===== config.mk =====
export PLATFORM = sky130hd
export DESIGN_NAME = dlsc_demosaic_mosaic
export DESIGN_NICKNAME = d
export VERILOG_FILES = /design/src/rtl/dlsc_demosaic_mosaic.sv
export SDC_FILE = /design/constraint.sdc
export NUM_CORES = 1
export LEC_CHECK = 0
export BUFFER_PORTS_ARGS = -buffer_cell sky130_fd_sc_hd__buf_4
export CAP_MARGIN = 20
export CORE_ASPECT_RATIO = 0.6
export CORE_MARGIN = 4
export CORE_UTILIZATION = 55
export CTS_BUF_LIST = sky130_fd_sc_hd__clkbuf_4 sky130_fd_sc_hd__clkbuf_8
export DETAILED_ROUTE_END_ITERATION = 8
export PLACE_DENSITY = 0.78
export SETUP_SLACK_MARGIN = 0.4
export SLEW_MARGIN = 20
export SYNTH_ARGS = -nofsm -noshare
export SYNTH_HDL_FRONTEND = slang
export SYNTH_SLANG_ARGS = --single-unit

===== constraint.sdc =====
create_clock -name clk -period 3.3 [get_ports clk]
set_clock_uncertainty 0.2 [all_clocks]
set_input_delay 0.165 -clock clk [delete_from_list [all_inputs] [get_ports clk]]
set_output_delay 0.165 -clock clk [all_outputs]
set_load 0.005 [all_outputs]

===== src/rtl/dlsc_demosaic_mosaic.sv =====
`default_nettype none
//==============================================================================
// Module      : dlsc_demosaic_mosaic
// Description : Re-mosaic encoder. Picks one Bayer sample per RGB pixel from its
//               (x,y) position and the CFA phase. Output register plus skid entry.
// Revision    : 1.0 - initial release
//==============================================================================
module dlsc_demosaic_mosaic #(
    parameter int DATA = 8,
    parameter int XB   = 12,
    parameter int YB   = 12
) (
    input  logic            clk,
    input  logic            rst,
    input  logic            clk_en,
    input  logic [XB-1:0]   cfg_width,
    input  logic [YB-1:0]   cfg_height,
    input  logic [1:0]      cfg_pattern,
    output logic            in_ready,
    input  logic            in_valid,
    input  logic [DATA-1:0] in_red,
    input  logic [DATA-1:0] in_green,
    input  logic [DATA-1:0] in_blue,
    input  logic            out_ready,
    output logic            out_valid,
    output logic [DATA-1:0] out_data,
    output logic            out_last,
    output logic            out_frame
);

    logic [XB-1:0]   r_x;
    logic [YB-1:0]   r_y;
    logic [XB-1:0]   r_width;
    logic [YB-1:0]   r_height;
    logic [1:0]      r_pattern;
    logic            r_in_ready;
    logic            r_out_valid;
    logic [DATA-1:0] r_out_data;
    logic            r_out_last;
    logic            r_out_frame;
    logic            r_skid_valid;
    logic [DATA-1:0] r_skid_data;
    logic            r_skid_last;
    logic            r_skid_frame;

    logic            w_in_xfer;
    logic            w_first;
    logic [XB-1:0]   w_width;
    logic [YB-1:0]   w_height;
    logic [1:0]      w_pattern;
    logic            w_px;
    logic            w_py;
    logic [DATA-1:0] w_sample;
    logic            w_last;
    logic            w_frame;

    assign w_in_xfer = clk_en && in_valid && r_in_ready;

    // Pixel (0,0) sees the live config ports, since the latch only updates on its transfer
    assign w_first   = (r_x == '0) && (r_y == '0);
    assign w_width   = w_first ? cfg_width   : r_width;
    assign w_height  = w_first ? cfg_height  : r_height;
    assign w_pattern = w_first ? cfg_pattern : r_pattern;

    assign w_px = r_x[0] ^ w_pattern[0];
    assign w_py = r_y[0] ^ w_pattern[1];

    always_comb begin
        w_sample = in_green;
        if (!w_px && !w_py) begin
            w_sample = in_red;
        end else if (w_px && w_py) begin
            w_sample = in_blue;
        end
    end

    assign w_last  = (r_x == w_width);
    assign w_frame = w_last && (r_y == w_height);

    always_ff @(posedge clk or posedge rst) begin
        if (rst) begin
            r_x          <= '0;
            r_y          <= '0;
            r_width      <= '0;
            r_height     <= '0;
            r_pattern    <= '0;
            r_in_ready   <= 1'b1;
            r_out_valid  <= 1'b0;
            r_out_data   <= '0;
            r_out_last   <= 1'b0;
            r_out_frame  <= 1'b0;
            r_skid_valid <= 1'b0;
            r_skid_data  <= '0;
            r_skid_last  <= 1'b0;
            r_skid_frame <= 1'b0;
        end else if (clk_en) begin
            if (w_in_xfer) begin
                if (w_first) begin
                    r_width   <= cfg_width;
                    r_height  <= cfg_height;
                    r_pattern <= cfg_pattern;
                end
                if (w_last) begin
                    r_x <= '0;
                    r_y <= w_frame ? '0 : r_y + 1'b1;
                end else begin
                    r_x <= r_x + 1'b1;
                end
            end

            // A full skid entry blocks input, so it only drains into the output register
            if (r_skid_valid) begin
                if (out_ready) begin
                    r_out_data   <= r_skid_data;
                    r_out_last   <= r_skid_last;
                    r_out_frame  <= r_skid_frame;
                    r_skid_valid <= 1'b0;
                    r_in_ready   <= 1'b1;
                end
            end else if (w_in_xfer) begin
                if (!r_out_valid || out_ready) begin
                    r_out_valid <= 1'b1;
                    r_out_data  <= w_sample;
                    r_out_last  <= w_last;
                    r_out_frame <= w_frame;
                end else begin
                    r_skid_valid <= 1'b1;
                    r_skid_data  <= w_sample;
                    r_skid_last  <= w_last;
                    r_skid_frame <= w_frame;
                    r_in_ready   <= 1'b0;
                end
            end else if (out_ready) begin
                r_out_valid <= 1'b0;
            end
        end
    end

    assign in_ready  = r_in_ready;
    assign out_valid = r_out_valid;
    assign out_data  = r_out_data;
    assign out_last  = r_out_last;
    assign out_frame = r_out_frame;

endmodule
`default_nettype wire


==> out/summary.md <==
* **Unique masters post-synth** 57
* **Die Y** 75.8 um
* **die extent in x** 121 um
* **number of setup violations in the final report** 0
* **top cell type by total area after synthesis** dfrtp_1
* **TritonCTS clock tree** done
* **number of antenna repair diodes** 0
* **result of the run** finished clean
* **layout cells sized above 1** 34.2%
* **period utilization** 89.5%
* **leading cell types by count after synthesis** dfrtp_1, nand2_1, nor2_1
* **crit path buf inv count** 2
* **cells traversed along the worst timing path** inv_4, ha_2, nor4b_4, and4_4, nand2_4, o311ai_2, o2111ai_2, nor4_4, buf_6, o21ai_2, mux2_2
* **sequential area share after synthesis** 43.3%
* **floorplan die area** 0.00918 mm2
* **Final GP Congestion** 0.954
* **classification of the worst setup path** reg2reg
* **# port buffers** 66
* **count of max-cap constraint violations** 0
* **kind of cell with the highest combined delay on the critical path** simple AND/OR/NAND/NOR gates
* **leading register cell type out of synthesis** dfrtp_1
* **worst-skew pair later-pin latency** 350 ps
* **initial core utilization** 57.3%
* **Slew @ Worst Pin** 893 ps
* **worst slew margin relative to its limit** 40.4%
* **cell types with the largest area share after synthesis** dfrtp_1, mux2_2, nand2_1
* **all-layer global routing usage** 27.7%
* **worst-case clock buffer depth** 2
* **required time at the endpoint of the critical path** 3340 ps
* **Final Worst Setup Slack** 346 ps
* **master cell of the clock root buffer** clkbuf_8
* **total via count in the routed design** 3934
* **total core area** 0.00736 mm2
* **detailed-routing iteration count for the pre-antenna-repair pass** 5
* **setup TNS** 0 ps
* **Max Fanout on Critical Path** 8
* **Setup crit start kind** flop
* **antenna violations before repair** 0
* **cell count after synthesis** 438
* **RSZ-0062 raised after global routing** true
* **number of buffers added by the clock tree synthesis step** 9
* **number of synthesized flops with an enable pin** 0
* **worst hold slack** 10.1 ps
* **pin count of the biggest net entering global routing** 42
* **number of storage elements in the synthesis netlist** 73
* **post-synthesis cell area** 0.00422 mm2
* **maximum clock frequency** 338 MHz
* **type of the tightest min-delay check** in2reg
* **wire length of the first global-routing pass** 19.3 mm
* **clock-pin slew reported for the worst setup and hold paths after clock tree synthesis** 80 ps
* **CP endpoint kind** flop
* **H-tree levels** 3
* **arrival time at the worst endpoint** 2990 ps
* **DP Worst Slack** 172 ps
* **Final Max Slew Viols** 0
* **Detailed Place HPWL** 8.63 mm
* **cell at the slowest stage of the critical path** dfrtp_2
* **number of warnings printed during yosys synthesis** 0
* **number of top-level pins** 67
* **Site Rows** 24
* **area added between synthesis and finish** 36.6%
* **CTS sink count** 73
* **net count of the mapped netlist** 497
* **post-synth top area share** 42.7%
* **Lkg Pwr** 2.56 nW
* **number of DRC violations after detailed routing** 0
* **mean cell area of the mapped netlist** 9.63 um2
* **power density over the cells** 287 mW/mm2
* **clock period minus final worst setup slack** 2950 ps
* **Total Nets Final** 621
* **most frequent cell after synthesis** dfrtp_1
* **1st-iter DRT viols** 418
* **per-cell routed wire length** 18.4 um
* **vias per cell** 5.88
* **worst vdd ir** 0.000232 V
* **number of global-route vias before repair** 3735
* **peak per-stage delay on the critical path** 430 ps
* **post-detailed-route count of antenna-violating nets** 0
* **GR Overflow Total** 0
* **final hold violation count** 0
* **Async S/R FF share, synth** 100%
* **aggregate routed wire length** 12.3 mm
state kept, by name, indices dropped and copies added, names as in the netlist:
register,cells
out_frame,1
r_width,12
r_skid_last,1
r_skid_frame,1
r_x,12
r_height,12
out_valid,1
r_skid_data,8
out_last,1
out_data,8
r_y,12
r_pattern,2
r_skid_valid,1
in_ready,1
per-stage QoR:
step	cells	total power [mW]	cell area, um2	utilization (%)
after global routing	669	1.72	5760	78.3
after global placement	601	1.01	4910	66.7
after detailed placement	601	1.01	4910	66.7
after CTS	664	1.66	5660	76.9
after floorplan	438	0.939	4260	-
final	669	1.65	5760	78.3
timing repair:
item                       in CTS  in global routing
hold endpoints to repair       78                  0
setup endpoints to repair      13                 15
hold buffers                   39                  0
pin swaps                       8                  8
cloned                          1                  0
setup buffers                   9                  5
gates resized for setup        20                 17
worst paths after layout:
path	from	end	slack, ps	depth (start not counted)
max reg2reg	r_y[0]$_DFFE_PP0P_	r_y[4]$_DFFE_PP0P_	350	11
max in group asynchronous	rst	r_y[8]$_DFFE_PP0P_	1830	4
max	r_y[0]$_DFFE_PP0P_	r_y[4]$_DFFE_PP0P_	350	11
min in group asynchronous	rst	out_data[6]$_DFFE_PP0P_	380	3
min reg2reg	r_skid_data[6]$_DFFE_PP0P_	r_skid_data[6]$_DFFE_PP0P_	290	2
min	in_red[6]	r_skid_data[6]$_DFFE_PP0P_	10	3
final cells by class:
cell class | instances | area [um2]
Tap cell | 104 | 130
Sequential cell | 73 | 1840
Clock inverter | 1 | 5.00
Timing Repair Buffer | 137 | 1170
Fill cell | 481 | 1590
Clock buffer | 13 | 160
Inverter | 19 | 76.3
Multi-Input combinational cell | 322 | 2390
logic make-up after synthesis:
kind of cell	synth area share [%]
xor gates and xnor gates	6.23
and+or+nand+nor	22.1
muxes	8.93
AOI/OAI and AO/OA	13.7
DFF	43.3
adders and majority gates	1.19
buffers and inverters	4.48
metal layers:
layer / vias up / routed length (um) / global-route usage, %
li1: 1816 / - / -
met2: 206 / 5280 / 40.0
met3: 11 / 1260 / 7.72
met4: 0 / 105 / 6.66
met1: 1901 / 5690 / 41.3
met5: - / 0 / 0
placed cells by master (no fill, tap or decap), drive strengths merged, types with 3 or more instances in the layout:
cell,count
and3,7
nor2b,8
xor2,14
a22o,7
or2,3
nand3,10
nor3,10
inv,19
o22ai,8
o211ai,3
nand2,45
buf,98
nor2,40
clkbuf,13
dfrtp,72
o221ai,11
nand4,13
dlygate4sd3,39
o21ai,31
xnor2,16
mux2,29
ha,4
a21oi,11
nand2b,10
nor4,13
mux2i,5
where the power goes:
group | internal (mW) | leakage [nW] | switching (mW)
registers | 0.894 | 0.954 | 0
logic | 0.0822 | 1.52 | 0.0534
clock network | 0.310 | 0.0896 | 0.315
total | 1.29 | 2.56 | 0.368
worst register-to-register path, delay by kind of cell (launching register included):
family | cells | cell delay (ps)
AO/OA/AOI/OAI | 3 | 510
flip-flops | 1 | 430
AND/OR/NAND/NOR | 4 | 940
adder cells (fa/ha/maj) | 1 | 200
buffers and inverters | 2 | 290
multiplexers | 1 | 260
Power figures use the tool's default switching activity.
